### src/rtl/ndma_pkg.sv
// NanoDMA shared types and constants.
// Used by the transfer controller.
package ndma_pkg;

    localparam int         WordBytes = 4;
    localparam int         LenWidth  = 8;
    localparam logic [3:0] BeFull    = 4'hF;

    typedef enum logic [2:0] {
        IDLE,
        RD_REQ,
        RD_WAIT,
        WR_REQ,
        WR_WAIT,
        DONE
    } xfer_state_e;

endpackage

### src/rtl/ndma_xfer_ctrl.sv
// NanoDMA word-by-word transfer sequencer over OBI read/write ports.
// Define NDMA_IRQ_EN to build the completion interrupt flag.
module ndma_xfer_ctrl
    import ndma_pkg::*;
(
    input  logic                clk_i,
    input  logic                rst_ni,
    input  logic                start_i,
    input  logic [LenWidth-1:0] len_i,
    input  logic [31:0]         src_addr_i,
    input  logic [31:0]         dst_addr_i,
    output logic                busy_o,
    output logic                done_o,
    output logic                rd_req_o,
    input  logic                rd_gnt_i,
    output logic [31:0]         rd_addr_o,
    input  logic                rd_rvalid_i,
    input  logic [31:0]         rd_rdata_i,
    output logic                wr_req_o,
    input  logic                wr_gnt_i,
    output logic [31:0]         wr_addr_o,
    output logic [31:0]         wr_wdata_o,
    output logic [3:0]          wr_be_o,
    input  logic                wr_rvalid_i,
    output logic                irq_o,
    input  logic                irq_clr_i
);

    xfer_state_e         r_state;
    logic [31:0]         r_src;
    logic [31:0]         r_dst;
    logic [LenWidth-1:0] r_rem;
    logic [31:0]         r_buf;
    logic                r_rd_req;
    logic                r_wr_req;
    logic                r_done;

    always_ff @(posedge clk_i or negedge rst_ni) begin
        if (!rst_ni) begin
            r_state  <= IDLE;
            r_src    <= '0;
            r_dst    <= '0;
            r_rem    <= '0;
            r_buf    <= '0;
            r_rd_req <= 1'b0;
            r_wr_req <= 1'b0;
            r_done   <= 1'b0;
        end else begin
            unique case (r_state)
                IDLE: begin
                    if (start_i) begin
                        r_src <= src_addr_i;
                        r_dst <= dst_addr_i;
                        r_rem <= len_i;
                        if (len_i == '0) begin
                            r_state <= DONE;
                            r_done  <= 1'b1;
                        end else begin
                            r_state  <= RD_REQ;
                            r_rd_req <= 1'b1;
                        end
                    end
                end
                RD_REQ: begin
                    if (rd_gnt_i) begin
                        r_state  <= RD_WAIT;
                        r_rd_req <= 1'b0;
                    end
                end
                RD_WAIT: begin
                    if (rd_rvalid_i) begin
                        r_buf    <= rd_rdata_i;
                        r_state  <= WR_REQ;
                        r_wr_req <= 1'b1;
                    end
                end
                WR_REQ: begin
                    if (wr_gnt_i) begin
                        r_state  <= WR_WAIT;
                        r_wr_req <= 1'b0;
                    end
                end
                WR_WAIT: begin
                    if (wr_rvalid_i) begin
                        // Addresses wrap silently at 2^32.
                        r_src <= r_src + 32'(WordBytes);
                        r_dst <= r_dst + 32'(WordBytes);
                        r_rem <= r_rem - 1'b1;
                        if (r_rem == LenWidth'(1)) begin
                            r_state <= DONE;
                            r_done  <= 1'b1;
                        end else begin
                            r_state  <= RD_REQ;
                            r_rd_req <= 1'b1;
                        end
                    end
                end
                DONE: begin
                    r_state <= IDLE;
                    r_done  <= 1'b0;
                end
                default: begin
                    r_state  <= IDLE;
                    r_rd_req <= 1'b0;
                    r_wr_req <= 1'b0;
                    r_done   <= 1'b0;
                end
            endcase
        end
    end

    assign busy_o     = (r_state != IDLE);
    assign done_o     = r_done;
    assign rd_req_o   = r_rd_req;
    assign rd_addr_o  = r_src;
    assign wr_req_o   = r_wr_req;
    assign wr_addr_o  = r_dst;
    assign wr_wdata_o = r_buf;
    assign wr_be_o    = BeFull;

`ifdef NDMA_IRQ_EN
    logic r_irq;

    // Set in DONE beats a coincident clear.
    always_ff @(posedge clk_i or negedge rst_ni) begin
        if (!rst_ni) begin
            r_irq <= 1'b0;
        end else if (r_state == DONE) begin
            r_irq <= 1'b1;
        end else if (irq_clr_i) begin
            r_irq <= 1'b0;
        end
    end

    assign irq_o = r_irq;
`else
    logic w_unused_irq_clr;

    assign w_unused_irq_clr = irq_clr_i;
    assign irq_o            = 1'b0;
`endif

endmodule

### config.mk
export PLATFORM = sky130hd
export DESIGN_NAME = ndma_xfer_ctrl
export DESIGN_NICKNAME = d
export VERILOG_FILES = /design/src/rtl/ndma_pkg.sv /design/src/rtl/ndma_xfer_ctrl.sv
export SDC_FILE = /design/constraint.sdc
export NUM_CORES = 1
export LEC_CHECK = 0
export ABC_CLOCK_PERIOD_IN_PS = 2770
export CORE_MARGIN = 4
export CORE_UTILIZATION = 46
export DETAILED_ROUTE_END_ITERATION = 8
export HOLD_SLACK_MARGIN = 0.1
export PLACE_DENSITY = 0.82
export SLEW_MARGIN = 0
export SYNTH_ARGS = -nofsm -noshare
export SYNTH_HDL_FRONTEND = slang
export SYNTH_SLANG_ARGS = --single-unit
### constraint.sdc
create_clock -name clk_i -period 2.77 [get_ports clk_i]
set_input_delay 0.554 -clock clk_i [delete_from_list [all_inputs] [get_ports clk_i]]
set_output_delay 0.554 -clock clk_i [all_outputs]
set_load 0.005 [all_outputs]
Yosys cells after proc, flatten, opt, wreduce, memory -nomap -nowiden
Cells that the tools add are included.

Word-level logic and storage cells: 73. Bits in registers: 110. Output and inout bits: 105. Bits of input ports: 112.

Multiplexer cells: 31. $add $sub $neg: 3. Bitwise gates (word level): 3. Reductions and logical operators: 13. Equality and inequality tests: 15.

Operator list (number): 2-to-1 mux 32 bit (4); one-hot mux 32 bit (2 select lines) (2); adder 32 x 3 -> 32 bit, second input constant (2); 2-to-1 mux 3 bit (7); inequality test 2 bit, second input constant (9); 2-to-1 mux 8 bit (2); one-hot mux 8 bit (2 select lines) (1); one-hot mux 3 bit (5 select lines) (1); 2-to-1 mux 1 bit (11); AND reduction 5 bit (2); == test 8 x 1 -> 1 bit, second input constant (1); logical NOT 8 bit (1); subtractor 8 x 1 -> 8 bit, second input constant (1); == test 3 x 2 -> 1 bit, second input constant (2); == test 3 bit, second input constant (2); one-hot mux 1 bit (3 select lines) (2); AND reduction 3 bit (2); AND reduction 6 bit (1); OR reduction 3 bit (2); one-hot mux 1 bit (4 select lines) (1); OR reduction 4 bit (1); == test 3 x 1 -> 1 bit, second input constant (1); logical NOT 3 bit (1); inverter 1 bit (3); 3 further kinds (3).

Depth between registers and ports, before layout
Depth in word-level cells: 4. Gate-level depth with buffers: 8. Mapped depth without buffers: 6.

Worst setup path after synthesis
OpenSTA, ideal clock, no wires.

Kind: register to register. Start: reg r_src[2], in the netlist rd_addr_o[2]. End: reg r_src[30], in the netlist rd_addr_o[30]. Library setup time: 126 ps. Arrival time: 1836 ps. Slack: 808 ps. Required time: 2644 ps. Stages on the path, launching flop included: 7. Path buffers: 1. Period minus slack after synthesis: 1962 ps. Cells stage by stage: dfrtp_1 -> ha_1 -> and4_1 -> buf_4 -> nand2_4 -> or4_4 -> o311a_1.

Cells in the longest elaborated chain, start to end: 3.

Ends and longest elaborated chain: start: declaration (RTL line ndma_xfer_ctrl.sv:30) `logic [31:0] r_src;`; start signal: assignment (RTL line ndma_xfer_ctrl.sv:52) `r_src <= src_addr_i;`; start signal: assignment (RTL line ndma_xfer_ctrl.sv:86) `r_src <= r_src + 32'(WordBytes);`; adder 32 x 3 -> 32 bit (RTL line ndma_xfer_ctrl.sv:86); 2-to-1 mux 32 bit (RTL line ndma_xfer_ctrl.sv:84) `if (wr_rvalid_i) begin`; one-hot mux 32 bit (2 select lines) (RTL line ndma_xfer_ctrl.sv:49) `unique case (r_state)`.

Every way passes these cells. The select of a mux whose other input is x is not followed. A chain may end at the register's enable or synchronous reset.

Final worst setup path
Start: reg r_state[1]. End: out busy_o.

Cells in the longest elaborated chain, start to end: 1.

Ends and longest elaborated chain: start: declaration (RTL line ndma_xfer_ctrl.sv:29) `xfer_state_e r_state;`; start signal: assignment (RTL line ndma_xfer_ctrl.sv:40) `r_state <= IDLE;`; start signal: assignment (RTL line ndma_xfer_ctrl.sv:56) `r_state <= DONE;`; start signal: assignment (RTL line ndma_xfer_ctrl.sv:59) `r_state <= RD_REQ;`; nonzero test 3 bit (RTL line ndma_xfer_ctrl.sv:112) `assign busy_o = (r_state != IDLE);`; end: declaration (RTL line ndma_xfer_ctrl.sv:12) `output logic busy_o,`.

Every way passes these cells.

==> metrics.txt <==
Final Critical Period 2396 ps; post-detail-place hpwl 13,950 um; Lkg Pwr 3.397 nW; First-pass DRT Iterations 5; die area 0.01540 mm^2; post-cts sizing count 0; ranking of synthesized cells by area dfrtp_1 (44%), a21oi_1 (6.6%), mux2_2 (5.8%); yosys warns 0; Port-buffer cells 210; Clock Root Buffer clkbuf_16; DR vias 6,161; post-route ant nets 0; first-pass GRT wire length 30,010 um; layout cells sized above 1 0.1001; status complete, no violations; cell area after synthesis a little over 0.006 mm^2; clk sink count 110; Post-synth ARST share 1.000; total power after layout approximately 9.0 mW; Synth top cells by count dfrtp_1 (110), a21oi_1 (82), nand2_1 (71); count leader, synth dfrtp_1; PwrDens roughly 1000 mW/mm^2; ys flop type dfrtp_1; post-CTS setup repair buffer count 0; top cell type by total area after synthesis dfrtp_1; FF+latch count, synth 110; Core Util, Final 0.6582; Post-Syn Instances 684; RSZ-0062 raised after global routing false; number of antenna repair diodes 0; GR Overflow Total 0; Critical Path AT 1840 ps; skew final ~8.5 ps; hold buffers post-CTS 0; Longest Clk Path Bufs 2; Post-synth EDFFs 0; core area 0.01324 mm^2; initial antenna violation count 0; R2R Setup Slk between 600 and 700 ps; Setup crit start kind register; Peak VDD IR between 0.0006 and 0.0007 V; vias in the first global route 6,003; # DRC 0; Area growth, synth to finish 40.53%; Hold Crit Class input pin to async pin; I/O pin count roughly 220; TritonCTS clock tree built; Worst Max-Slew Pin Slew 553.8 ps; CTS Buf Count 9; pin count of the biggest net entering global routing 92; MaxCap Viol Count 0; post-detailed-routing wire length 19,160 um; Initial DRC Count between 400 and 500; crit path max fanout 12; sequential share of the synthesized area 0.4438; per-cell routed wire length 18.16 um; GP Congestion 0.8926; type of the worst setup path register to output port; Fmax 417.4 MHz; Final Hold Fails 0; Nets 990; clk slew on worst S/H paths 70 ps; Setup TNS 0 ps; Max-slew headroom 0.6274; Yosys top cell area share 0.4438; Cell variety after synth 64; DR vias/cell 5.840; htree depth 3; WP data required 2220 ps; GRT Total Usage 0.2488; Final Cycle Share 0.8649; post-synthesis average cell area around 9.1 um^2; final setup vio count 0; CP endpoint kind output port; Initial Util 0.4683; die width 124.1 um; Slew Viols, Final 0; row count 42; Die Span Y 124.1 um; Clk Latency, worst-skew pair 350 ps
==> worst max-delay path, cell delays in order, from the launching register on <==
cell and delay (ps):
dfrtp_1 470, buf_4 220, or3_1 360, clkdlybuf4s50_1 450
==> through the flow <==
step / setup slack, ps / area (um^2) / instances / hold WS, ps
6_report: 374.3 / 8716 / 1055 / 169.9
3_3_place_gp: 367.1 / 8427 / 1039 / 457.3
3_5_place_dp: 324.3 / 8427 / 1039 / 462.3
4_1_cts: 350.3 / 8716 / 1055 / 179.5
2_1_floorplan: 807.9 / 6213 / 687 / 258.4
5_1_grt: 294.0 / 8716 / 1055 / 200.0
==> power breakdown <==
| group | switching [mW] | total [mW] | internal, mW |
|---|---|---|---|
| registers | 0.881 | 3.29 | 2.41 |
| clock network | 0.587 | 1.27 | 0.686 |
| logic | 1.90 | 4.39 | 2.49 |
| total | 3.37 | 8.95 | 5.58 |
==> routing by layer <==
metal / share of wire / global-route usage / vias to the layer above
met5: 0 / 0 / -
met3: 0.11 / 0.08810 / 33
met2: 0.47 / 0.4074 / 286
li1: - / - / 2905
met1: 0.39 / 0.3055 / 2937
met4: 0.023 / 0.08556 / 0
==> path summary, 6_finish.rpt <==
| kind | from | end | cells after the start |
|---|---|---|---|
| max in group asynchronous | rst_ni | wr_wdata_o[5] | 2 |
| hold / removal | rst_ni | wr_addr_o[19] | 1 |
| setup / recovery | r_state[1] | busy_o | 3 |
| setup reg to reg | rd_addr_o[9] | rd_addr_o[31] | 5 |
| min in group clk_i | rd_addr_o[0] | rd_addr_o[0] | 2 |
| hold reg to reg | rd_addr_o[0] | rd_addr_o[0] | 2 |
==> sequential cells by signal, indices dropped and copies added, names as in the netlist <==
name / cells
done_o: 1
wr_req_o: 1
r_rem: 8
wr_wdata_o: 32
wr_addr_o: 32
rd_req_o: 1
r_state: 3
rd_addr_o: 32
==> cell type report <==
| cell class | count | area (um^2) |
|---|---|---|
| clock buffers | 14 | 274.0 |
| clock inverters | 2 | 15.01 |
| fillers | 1094 | 4527 |
| inverters | 11 | 41.29 |
| multi-input cells | 511 | 3105 |
| flip-flops and latches | 110 | 2753 |
| well taps | 176 | 220.2 |
| repair buffers | 231 | 2307 |
==> logic make-up (layout without fill, tap and decap cells) <==
logic type	Yosys count	in the layout	share of synthesized area
DFF	110	110	0.4438
buffers and inverters	66	258	0.06193
AOI/OAI and AO/OA	210	210	0.2054
muxes	38	38	0.06778
other	2	5	0.001211
and+or+nand+nor	254	254	0.2118
adders and majority gates	4	4	0.008070
==> placed cells by master (no fill, tap or decap), types with 5 or more instances in the layout <==
| master | count |
|---|---|
| a22oi_1 | 6 |
| nand2_1 | 70 |
| a21oi_1 | 82 |
| dfrtp_1 | 110 |
| conb_1 | 5 |
| clkbuf_16 | 9 |
| and2_1 | 5 |
| a31oi_1 | 7 |
| and3_1 | 12 |
| o21ai_0 | 47 |
| mux2i_1 | 6 |
| buf_4 | 18 |
| a2bb2oi_1 | 13 |
| and4_1 | 9 |
| clkdlybuf4s50_1 | 209 |
| nor2_1 | 47 |
| o22ai_1 | 16 |
| nor3_1 | 16 |
| nand3_1 | 43 |
| mux2_2 | 32 |
| o211ai_1 | 5 |
| nand4_1 | 12 |
| inv_1 | 11 |
| nor4_1 | 7 |
(Power assumes the default switching activity.)
